File: src/rtl/pc_fetch_unit.sv
// pc_fetch_unit
//   Program-counter stage of the single-cycle CPU. Holds the instruction-ROM
//   address, offers PC+1 to the ROM-select mux, and adds call/return through
//   a small hardware return-address stack plus a terminal HALT state.
//
// Ports
//   clk             in   system clock, rising-edge active
//   rst_n           in   asynchronous active-low reset
//   enable          in   1 = advance this cycle, 0 = stall (all state held)
//   next_addr       in   next address chosen by the ROM-select mux
//   call            in   current instruction is a call (push PC+1, jump)
//   ret             in   current instruction is a return (pop into PC)
//   halt            in   current instruction is a halt
//   pc              out  current instruction-ROM address (registered)
//   pc_plus1        out  pc + 1, wrapping, combinational
//   halted          out  1 while in HALT
//   stack_depth     out  number of valid return-stack entries
//   stack_overflow  out  sticky: call seen while the stack was full
//   stack_underflow out  sticky: return seen while the stack was empty
module pc_fetch_unit #(
    parameter int                    ADDR_WIDTH  = 10,
    parameter logic [ADDR_WIDTH-1:0] RESET_ADDR  = '0,
    parameter int                    STACK_DEPTH = 4
) (
    input  logic                         clk,
    input  logic                         rst_n,
    input  logic                         enable,
    input  logic [ADDR_WIDTH-1:0]        next_addr,
    input  logic                         call,
    input  logic                         ret,
    input  logic                         halt,
    output logic [ADDR_WIDTH-1:0]        pc,
    output logic [ADDR_WIDTH-1:0]        pc_plus1,
    output logic                         halted,
    output logic [$clog2(STACK_DEPTH):0] stack_depth,
    output logic                         stack_overflow,
    output logic                         stack_underflow
);

    localparam int IW = $clog2(STACK_DEPTH);
    localparam int PW = IW + 1;

    localparam logic [0:0] RUN  = 1'b0;
    localparam logic [0:0] HALT = 1'b1;

    logic [0:0]            state, state_d;
    logic [ADDR_WIDTH-1:0] pc_d;
    logic [PW-1:0]         depth_d;
    logic                  ovf_d, unf_d;
    logic                  push;
    logic                  stack_full, stack_empty;
    logic [IW-1:0]         push_idx, top_idx;
    logic [ADDR_WIDTH-1:0] stack_mem [STACK_DEPTH];

    assign pc_plus1    = pc + ADDR_WIDTH'(1);
    assign halted      = (state == HALT);
    assign stack_full  = (stack_depth == PW'(STACK_DEPTH));
    assign stack_empty = (stack_depth == '0);
    // Only used when the stack is not full / not empty, so truncation is safe.
    assign push_idx    = IW'(stack_depth);
    assign top_idx     = IW'(stack_depth - PW'(1));

    // NOTE: every output of this block gets a default first so no path
    // leaves a variable unassigned, which would infer a latch.
    always_comb begin
        state_d = state;
        pc_d    = pc;
        depth_d = stack_depth;
        ovf_d   = stack_overflow;
        unf_d   = stack_underflow;
        push    = 1'b0;
        if (state == RUN && enable) begin
            if (halt) begin
                // PC stays on the halt instruction.
                state_d = HALT;
            end else if (ret) begin
                // Return wins over a simultaneous call; no push happens.
                if (!stack_empty) begin
                    pc_d    = stack_mem[top_idx];
                    depth_d = stack_depth - PW'(1);
                end else begin
                    pc_d  = pc_plus1;
                    unf_d = 1'b1;
                end
            end else if (call) begin
                pc_d = next_addr;
                if (!stack_full) begin
                    push    = 1'b1;
                    depth_d = stack_depth + PW'(1);
                end else begin
                    ovf_d = 1'b1;
                end
            end else begin
                pc_d = next_addr;
            end
        end
    end

    // NOTE: sequential state is written with non-blocking assignments so all
    // registers update together from values sampled before the edge.
    always_ff @(posedge clk or negedge rst_n) begin
        if (!rst_n) begin
            state           <= RUN;
            pc              <= RESET_ADDR;
            stack_depth     <= '0;
            stack_overflow  <= 1'b0;
            stack_underflow <= 1'b0;
            // NOTE: the stack array is reset too, so no stale return address
            // survives a reset; this costs a reset on each entry.
            for (int i = 0; i < STACK_DEPTH; i++) begin
                stack_mem[i] <= '0;
            end
        end else begin
            state           <= state_d;
            pc              <= pc_d;
            stack_depth     <= depth_d;
            stack_overflow  <= ovf_d;
            stack_underflow <= unf_d;
            if (push) begin
                stack_mem[push_idx] <= pc_plus1;
            end
        end
    end

endmodule

File: config.mk
export PLATFORM = sky130hd
export DESIGN_NAME = pc_fetch_unit
export DESIGN_NICKNAME = d
export VERILOG_FILES = /design/src/rtl/pc_fetch_unit.sv
export SDC_FILE = /design/constraint.sdc
export NUM_CORES = 1
export LEC_CHECK = 0
export ABC_AREA = 1
export CAP_MARGIN = 20
export CORE_MARGIN = 2
export CORE_UTILIZATION = 55
export DETAILED_ROUTE_END_ITERATION = 6
export PLACE_DENSITY = 0.8
export SLEW_MARGIN = 20
export SYNTH_ARGS = -nofsm -noshare
export SYNTH_HDL_FRONTEND = slang
export SYNTH_SLANG_ARGS = --single-unit
File: constraint.sdc
create_clock -name clk -period 2.9 [get_ports clk]
set_input_delay 0.87 -clock clk [delete_from_list [all_inputs] [get_ports clk]]
set_output_delay 0.87 -clock clk [all_outputs]
set_load 0.03 [all_outputs]
Yosys cells after proc, flatten, opt, wreduce, memory -nomap -nowiden
Cells that the tools add are included.
W data, S select, Z words.
{"block": "totals", "reg_bits": 56, "latch_bits": 0, "mem_bits_rw": 0, "romBits": 0, "inputBits": 16, "output_inout_bits": 26, "wordCells": 49, "n_memories": 0}
{"block": "classes", "addsub": 3, "mul": 0, "div": 0, "n_lt_le_gt_ge": 3, "eq_ne": 3, "n_shift": 0, "n_mux": 17, "n_bitwise": 5, "reduce_logical": 9}
{"op": "$mux W10", "count": 5}
{"op": "$bwmux W40", "count": 1}
{"op": "$bmux W10 S2", "count": 1}
{"op": "$demux W10 S2", "count": 1}
{"op": "$mux W3", "count": 4}
{"op": "$add A10 B1 Y10 const B", "count": 1}
{"op": "$reduce_and A5 Y1", "count": 2}
{"op": "$ge A3 B3 Y1 const B", "count": 2}
{"op": "$not A2 Y3", "count": 2}
{"op": "$mux W1", "count": 5}
{"op": "$ne A2 B2 Y1 const B", "count": 2}
{"op": "$reduce_and A2 Y1", "count": 2}
{"op": "$reduce_and A4 Y1", "count": 1}
{"op": "$add A3 B1 Y3 const B", "count": 1}
{"op": "$eq A3 B3 Y1 const B", "count": 1}
{"op": "$logic_not A3 Y1", "count": 1}
{"op": "$lt A3 B1 Y1 const B", "count": 1}
{"op": "$not A1 Y1", "count": 3}
{"op": "$sub A3 B1 Y3 const B", "count": 1}
{"op": "$logic_and A1 B1 Y1", "count": 2}
{"op": "$reduce_bool A2 Y1", "count": 1}

Depth between registers and ports, before layout
Gate-level depths: netlist (run 1).
{"block": "logic_depth", "ltp_word": 7, "mapped_depth": 13, "ltp_nobuf": 10}

Worst setup path after synthesis (run 1)
Ideal clock, no wire load.
{"block": "synth_path", "kind": "reg2out", "startpoint": "register pc[0]", "endpoint": "output port pc_plus1[8]", "arrival_ns": 1.525, "required_ns": 2.030, "slack_ns": 0.505, "path_stages_with_launch": 6, "path_buffers": 0, "cell_sequence": "dfrtp_1 > ha_1 > nand2_1 > nor2_1 > nand3_1 > nand2_1"}
{"block": "synth_via", "elab_chain_len": 1}
{"item": "start: declaration", "line": "32", "rtl": "output logic [ADDR_WIDTH-1:0] pc,"}
{"item": "start signal: assignment", "line": "115", "rtl": "pc <= pc_d;"}
{"item": "$add A10 B1 Y10", "line": "55", "rtl": "assign pc_plus1 = pc + ADDR_WIDTH'(1);"}
{"item": "end: declaration", "line": "33", "rtl": "output logic [ADDR_WIDTH-1:0] pc_plus1,"}
No other way between the ends.

Worst setup path in the final report (run 1)
{"block": "layout_path", "startpoint": "register pc[1]", "endpoint": "output port pc_plus1[8]"}
The elaborated chain is that of the path after synthesis.

==> results.toml, run 1 <==
[sta]
finalSetupViolCount = 0
hold_violations = 0
fin_worst_skew_ns = 0.00889
final.setup.tns_ns = 0
worst_pin_slew_ns = 0.521
fin_crit_sh_pct = 94.7
rsz0062_at_grt = "false"
drv_slew = 0
min_period_ns = 2.75
relSlewSlack_pct = 65.2
fmax_mhz = 364

[route]
wl_per_cell_microns = 15.6
wirelength_microns = 8070
drc = 0
vias_per_cell = 5.36
vias = 2772
drtIter0Drc = 289
drt_pass1_iterations = 5
ant_nets = 0

[die]
die_w_microns = 78.7
rows = 27
core_sq_um = 5440
initial_utilization_pct = 56.5
dieArea_sq_um = 6200
die_h_microns = 78.7
io_pins = 42

[global_route]
grt_usage_pct = 27.5
grt_first_pass_wirelength_microns = 13000
antenna_found_initial = 0
grt_pass1_vias = 2553
grt_remaining_overflow = 0
grt_start_max_net_pins = 27

[placement]
gp_congestion = 0.877
portBuffers = 41
dp_hpwl_microns = 5610

[cts]
clk_pin_slew_ns = 0.09
clk_latency_ns = 0.31
cts_hold_buf = 0
cts_max_path_buffers = 2
htree_num_levels = 2
cts_inserted_buffers = 5
cts_root_buffer = "clkbuf_8"
cts.sinks = 56
cts_tree = "done"
post_cts_buffers = 0

[run]
cap_violations = 0

[worst_setup_path]
path_class = "flip-flop to primary output"
endpoint_kind = "primary output"
crit_arrival_ns = 1.88
worstPathRequired_ns = 2.03
cp_max_fo = 5
worstSetupStartpointType = "flip-flop"

[yosys]
synth_enable_flop_cells = 0
synthesis.area_sq_um = 3070
ys_top_cells_by_count = "153 x nand2_1, 56 x dfrtp_1, 34 x inv_1"
avgSynthCellArea_sq_um = 7.74
ys_seq_area_share_pct = 45.6
yosysMostFrequentCell = "nand2_1"
synth_top_area_share_pct = 45.6
synthArstFlopShare_pct = 100
ys_warn_count = 0
synthCells = 397
synthTopCellsByArea = "dfrtp_1 46%, nand2_1 19%, nand3_1 5.4%"
syn_nets = 419
synth_ff_type = "dfrtp_1"
yosys_register_bits = 56
ys_types = 36
yosys.area.top_type = "dfrtp_1"

[min_path]
hold_class = "flip-flop to flip-flop"

[cells_and_area]
finish.utilization_pct = 67.5
final_net_count = 468
diodes = 0
area_growth_pct = 19.5
fillers = 480
drive_above_1_share_pct = 11.2

[power]
p_leak_nw = 1.91
p_per_area_nw_per_um2 = 362
ir_drop_v = 0.000222

[run_status]
outcome = "finished, final reports clean"
## critical path, cell delays in order, from the launching register on
cell,delay (ns)
dfrtp_1,0.42
ha_1,0.23
nand2_1,0.11
nor2_1,0.16
buf_4,0.15
nand2_1,0.07
nand2_1,0.09
nand2_1,0.13
buf_4,0.21
## cell type report
type                            count  area (sq um)  area share (%)
Clock buffer                        5          68.8            1.87
Clock inverter                      1          30.0           0.818
Inverter                           39           151            4.12
Multi-Input combinational cell    291          1440            39.1
Sequential cell                    56          1400            38.2
Tap cell                           72          90.1            2.45
Timing Repair Buffer               53           493            13.4
## placed cells by master, fill, tap and decap left out, types with 2 or more instances in the layout
cell             instances
nand2_1                153
dfrtp_1                 56
inv_1                   34
nand3_1                 33
clkdlybuf4s50_1         33
nor2_1                  17
o21ai_1                 16
o21ai_0                 15
buf_4                   13
a21oi_1                  9
ha_1                     6
nand2_4                  5
o21ai_2                  5
clkbuf_8                 5
nor2_2                   4
dlygate4sd2_1            4
inv_2                    3
nand2_2                  3
xor2_1                   3
xnor2_1                  3
or2_2                    3
nor3_1                   2
nand3b_1                 2
a21boi_1                 2
dlymetal6s2s_1           2
## sequential cells by signal, summed over array words and instances, names as in the netlist
register	flops
pc	10
halted	1
stack_mem	40
stack_underflow	1
stack_overflow	1
stack_depth	3
## metal layers
metal	wire length [microns]	vias to the layer above	part of all wire (%)	global-route usage, %
li1	-	1349	-	-
met1	3490	1298	43	38.7
met2	3800	107	47	43.8
met3	646	18	8.0	5.00
met4	138	0	1.7	8.07
met5	0	-	0	0
## where the power goes
group          switching [mW]  internal (mW)  total, mW
logic                  0.0286         0.0225     0.0511
registers                   0          0.780      0.780
clock network           0.250          0.249      0.498
total                   0.279           1.05       1.33
## logic make-up after synthesis
logic type                 share of synthesized area, %
buffers and inverters                              7.65
and+or+nand+nor                                    33.1
xor gates and xnor gates                           1.71
DFF                                                45.6
adders and majority gates                          2.44
AOI/OAI and AO/OA                                  9.49
## path summary, 6_finish.rpt
kind                       slack (ns)           start  cells after the start              to
hold reg to reg                  0.48  stack_overflow                      1  stack_overflow
max in group asynchronous        1.72           rst_n                      2   stack_mem[20]
setup reg to reg                 0.80  stack_depth[0]                      8           pc[9]
min in group asynchronous        0.52           rst_n                      1   stack_mem[23]
setup / recovery                 0.15           pc[1]                      8     pc_plus1[8]
hold / removal                   0.48  stack_overflow                      1  stack_overflow
## stage by stage
step	total power, mW	cell area (sq um)	hold WS, ns	setup slack [ns]	cells
finish	1.33	3670	0.480	0.155	517
global route	1.36	3670	0.497	0.0204	517
CTS	1.34	3670	0.487	0.00500	517
detailed placement	0.848	3570	0.458	0.257	511
global placement	0.847	3570	0.453	0.297	511
floorplan	0.804	3070	0.442	0.505	397
## what timing repair did
| action | CTS | global route |
|---|---|---|
| resized for setup | 4 | 2 |
| pin swaps | 0 | 0 |
| endpoints found under the setup margin | 4 | 2 |
Power figures use the tool's default switching activity.
==> run 2, diff against run 1 <==
--- a/config.mk
+++ b/config.mk
@@ -7,7 +7,6 @@
 export LEC_CHECK = 0
 export ABC_AREA = 1
 export CAP_MARGIN = 20
-export CORE_MARGIN = 2
 export CORE_UTILIZATION = 55
 export DETAILED_ROUTE_END_ITERATION = 6
 export PLACE_DENSITY = 0.8
==> run 2 against run 1 <==
Effect of this change: register-to-register slack gained 0.09 ns; first-iteration DRC count is 40% lower; final cell count grew 0.19%; via count grew 2.1%; core utilization grew 2.9 points; total power up 0.83%; setup slack got worse by 0.036 ns; largest cell class unchanged; largest power group unchanged.
==> results.toml, run 2 (synthesized netlist as in run 1, its figures left out) <==
[cts]
cts_tree = "done"
clk_pin_slew_ns = 0.10
cts_hold_buf = 0
clk_latency_ns = 0.31
cts_max_path_buffers = 2
cts_inserted_buffers = 5
cts_repair_resize_count = 4
post_cts_buffers = 0
cts_root_buffer = "clkbuf_8"
cts.sinks = 56
htree_num_levels = 2

[cells_and_area]
regMostFlops = "stack_mem"
largest_reg_flops = 40
drive_above_1_share_pct = 11.6
diodes = 0
final_cell_mix = "153 x nand2_1, 56 x dfrtp_1, 34 x inv_1"
stdcell_count = 518
fillers = 422
finish.utilization_pct = 70.4
final_common_cell = "nand2_1"
area_growth_pct = 19.9
reg.largest.list = "stack_mem x40, pc x10, stack_depth x3"
final_net_count = 469

[power]
p_switching_mw = 0.282
p_sw_share_pct = 21.0
p_leak_nw = 1.93
ir_drop_v = 0.000363
p_comb_share_pct = 3.8
clock_power_share_pct = 38.0
internal_power_mw = 1.06
p_per_area_nw_per_um2 = 364
power_frac_seq_pct = 58.2

[global_route]
grt_usage_pct = 29.1
grt_start_max_net_pins = 31
grt_first_pass_wirelength_microns = 13200
grt_remaining_overflow = 0
grt_pass1_vias = 2643
antenna_found_initial = 0

[sta]
fmax_mhz = 360
final.setup.tns_ns = 0
min_period_ns = 2.78
worst_pin_slew_ns = 0.707
fin_crit_sh_pct = 95.9
finalWorstSetupSlack_ns = 0.119
fin_worst_skew_ns = 0.0112
drv_slew = 0
hold_slack_ns = 0.475
rsz0062_at_grt = "false"
finalSetupViolCount = 0
relSlewSlack_pct = 52.9
hold_violations = 0

[min_path]
hold_class = "flip-flop to flip-flop"

[die]
dieArea_sq_um = 5890
rows = 26
io_pins = 42
die_w_microns = 76.7
core_sq_um = 5240
die_h_microns = 76.7
initial_utilization_pct = 58.7

[route]
ant_nets = 0
drtIter0Drc = 172
vias_per_cell = 5.46
drt_pass1_iterations = 7
wirelength_microns = 8090
drc = 0
wl_per_cell_microns = 15.6
vias = 2829

[placement]
dp_hpwl_microns = 5760
portBuffers = 41
placed_cells = 510
place_ws_ns = 0.218
gp_congestion = 0.926

[worst_setup_path]
crit_arrival_ns = 1.91
path_class = "flip-flop to primary output"
worstSetupStartpointType = "flip-flop"
cp_max_fo = 6
worstPathRequired_ns = 2.03
endpoint_kind = "primary output"

[run_status]
outcome = "finished, final reports clean"

[run]
cap_violations = 0
## run 2: cell types whose count changed in the layout (fill, tap and decap cells not counted), sizes merged
cell	change
clkbuf	+1
buf	+1
clkinv	+1
## run 2: path summary, 6_finish.rpt
check / startpoint / endpoint / slack [ns] / depth (start not counted)
worst max-delay path: pc[2] / pc_plus1[9] / 0.12 / 6
worst min-delay path: stack_underflow / stack_underflow / 0.48 / 1
worst max register to register: stack_depth[0] / pc[0] / 0.89 / 9
worst min register to register: stack_underflow / stack_underflow / 0.48 / 1
max in group asynchronous: rst_n / stack_overflow / 1.59 / 2
min in group asynchronous: rst_n / stack_mem[12] / 0.60 / 1
## run 2: through the flow
step | power, mW | area, sq um
detailed placement | 0.847 | 3580
floorplan | 0.804 | 3070
CTS | 1.35 | 3680
finish | 1.34 | 3680
global route | 1.39 | 3680
global placement | 0.847 | 3580
## run 2: worst max-delay path, stage by stage, from the launching register on
cell,delay (ns)
dfrtp_1,0.46
nand3_2,0.14
nor2_2,0.22
nand2_1,0.08
nand2_1,0.16
and2_1,0.16
dlygate4sd2_1,0.39
## run 2: final cells by class
cell class / instances / area, sq um / share of cell area [%]
clock buffers: 6 / 72.6 / 1.97
clock inverters: 2 / 35.0 / 0.951
inverters: 39 / 151 / 4.11
multi-input cells: 291 / 1440 / 39.0
flip-flops and latches: 56 / 1400 / 38.0
well taps: 70 / 87.6 / 2.38
repair buffers: 54 / 500 / 13.6
## run 2: routing by layer
layer  share of wire (%)  global-route usage (%)  vias to the layer above
met4                 2.8                    11.7                        0
met1                  42                    39.9                     1317
li1                    -                       -                     1351
met2                  47                    46.1                      137
met3                 8.0                    4.52                       24
met5                   0                       0                        -
## run 2: power groups by stage
stage | clock network, mW | logic (mW) | registers (mW)
floorplan | 0 | 0.00857 | 0.796
global placement | 0 | 0.0511 | 0.796
detailed placement | 0 | 0.0516 | 0.796
CTS | 0.515 | 0.0519 | 0.780
global route | 0.550 | 0.0563 | 0.780
finish | 0.510 | 0.0507 | 0.780
==> run 3, diff against run 2 <==
--- a/config.mk
+++ b/config.mk
@@ -10,6 +10,7 @@
 export CORE_UTILIZATION = 55
 export DETAILED_ROUTE_END_ITERATION = 6
 export PLACE_DENSITY = 0.8
+export REMOVE_ABC_BUFFERS = 1
 export SLEW_MARGIN = 20
 export SYNTH_ARGS = -nofsm -noshare
 export SYNTH_HDL_FRONTEND = slang
==> run 3 against run 2 <==
Effect of this change: core utilization increased by 0.19 points; routed wire length increased by 2.4%; first-iteration DRC count increased by 88%; via count increased by 0.28%; register-to-register slack got worse by 0.05 ns; largest power group unchanged; highest routed layer unchanged.
==> results.toml, run 3 (synthesized netlist as in run 1, its figures left out) <==
[die]
rows = 26
io_pins = 42
core_sq_um = 5240
die_h_microns = 76.7
initial_utilization_pct = 58.7
die_w_microns = 76.7
dieArea_sq_um = 5890

[sta]
finalSetupViolCount = 0
finalWorstSetupSlack_ns = 0.124
final.setup.tns_ns = 0
relSlewSlack_pct = 51.2
hold_violations = 0
fin_crit_sh_pct = 95.7
rsz0062_at_grt = "false"
fin_worst_skew_ns = 0.00932
hold_slack_ns = 0.482
fmax_mhz = 360
drv_slew = 0
worst_pin_slew_ns = 0.732
min_period_ns = 2.78

[global_route]
grt_start_max_net_pins = 57
grt_remaining_overflow = 0
grt_first_pass_wirelength_microns = 13900
grt_usage_pct = 30.9
antenna_found_initial = 0
grt_pass1_vias = 2835

[cells_and_area]
regMostFlops = "stack_mem"
fin_area_sq_um = 3690
finish.utilization_pct = 70.5
fillers = 443
multiInputGateArea_sq_um = 1440
register_area_sq_um = 1400
largest_reg_flops = 40
stdcell_count = 522
final_common_cell = "nand2_1"
reg.largest.list = "stack_mem x40, pc x10, stack_depth x3"
drive_above_1_share_pct = 12.4
final_cell_mix = "153 x nand2_1, 55 x dfrtp_1, 34 x inv_1"
diodes = 0
area_growth_pct = 20.2
final_net_count = 473

[cts]
cts_tree = "done"
cts_root_buffer = "clkbuf_8"
htree_num_levels = 2
clk_latency_ns = 0.33
cts.sinks = 56
cts_max_path_buffers = 2
cts_hold_buf = 0
cts_inserted_buffers = 5
clk_pin_slew_ns = 0.10

[placement]
placed_cells = 511
gp_congestion = 0.862
dp_hpwl_microns = 5560
placed_area_sq_um = 3580
portBuffers = 41
place_ws_ns = 0.207

[worst_setup_path]
cp_max_fo = 5
cp_slowest_cell = "clkdlybuf4s50_1"
reg2reg_depth = 10
endpoint_kind = "primary output"
crit_arrival_ns = 1.91
path_class = "flip-flop to primary output"
path_cells = "nand3_2, xor2_1, clkdlybuf4s50_1"
worstSetupStartpointType = "flip-flop"
max_stage_delay_ns = 0.72
worstPathRequired_ns = 2.03

[power]
p_leak_nw = 1.92
power.total_mw = 1.29
ir_drop_v = 0.000224
p_per_area_nw_per_um2 = 349

[route]
drt_pass1_iterations = 5
drtIter0Drc = 323
wirelength_microns = 8290
ant_nets = 0
vias = 2837
vias_per_cell = 5.43
wl_per_cell_microns = 15.9
drc = 0

[min_path]
min_path_cells = 2
hold_class = "flip-flop to flip-flop"

[run]
cap_violations = 0

[run_status]
outcome = "finished, final reports clean"
run 3: repair_timing:
| item | 4_1_cts | 5_1_grt |
|---|---|---|
| buffers inserted | 0 | 3 |
| resized for setup | 6 | 1 |
| setup endpoints to repair | 6 | 2 |
| gates cloned | 0 | 0 |
run 3: power breakdown:
part | total, mW | switching [mW] | internal, mW
Clock | 0.459 | 0.263 | 0.196
Combinational | 0.0489 | 0.0282 | 0.0207
Sequential | 0.780 | 0 | 0.780
run 3: area by class of cell:
| cell class | count | area share, % |
|---|---|---|
| Clock buffer | 8 | 2.44 |
| Inverter | 39 | 4.10 |
| Multi-Input combinational cell | 291 | 38.9 |
| Sequential cell | 56 | 38.0 |
| Tap cell | 70 | 2.37 |
| Timing Repair Buffer | 58 | 14.3 |
run 3: final timing paths:
path / startpoint / end / slack, ns
max: pc[2] / pc_plus1[3] / 0.12
min reg2reg: stack_mem[13] / stack_mem[13] / 0.48
max reg2reg: stack_depth[0] / stack_mem[19] / 0.84
max in group asynchronous: rst_n / pc[0] / 1.69
min in group asynchronous: rst_n / stack_mem[5] / 0.65
min: stack_mem[13] / stack_mem[13] / 0.48
run 3: routing by layer:
metal  routed length (microns)  vias to the layer above  GRT usage [%]
li1                          -                     1362              -
met1                      3400                     1319           41.0
met2                      3850                      132           48.0
met3                       779                       24           6.79
met4                       253                        0           14.4
met5                         0                        -              0
run 3: critical path, delay by kind of cell (launching register included):
family        cells  cell delay (ns)
buf+inv           1             0.72
flops             1             0.46
xor+xnor          1             0.26
simple gates      1             0.14
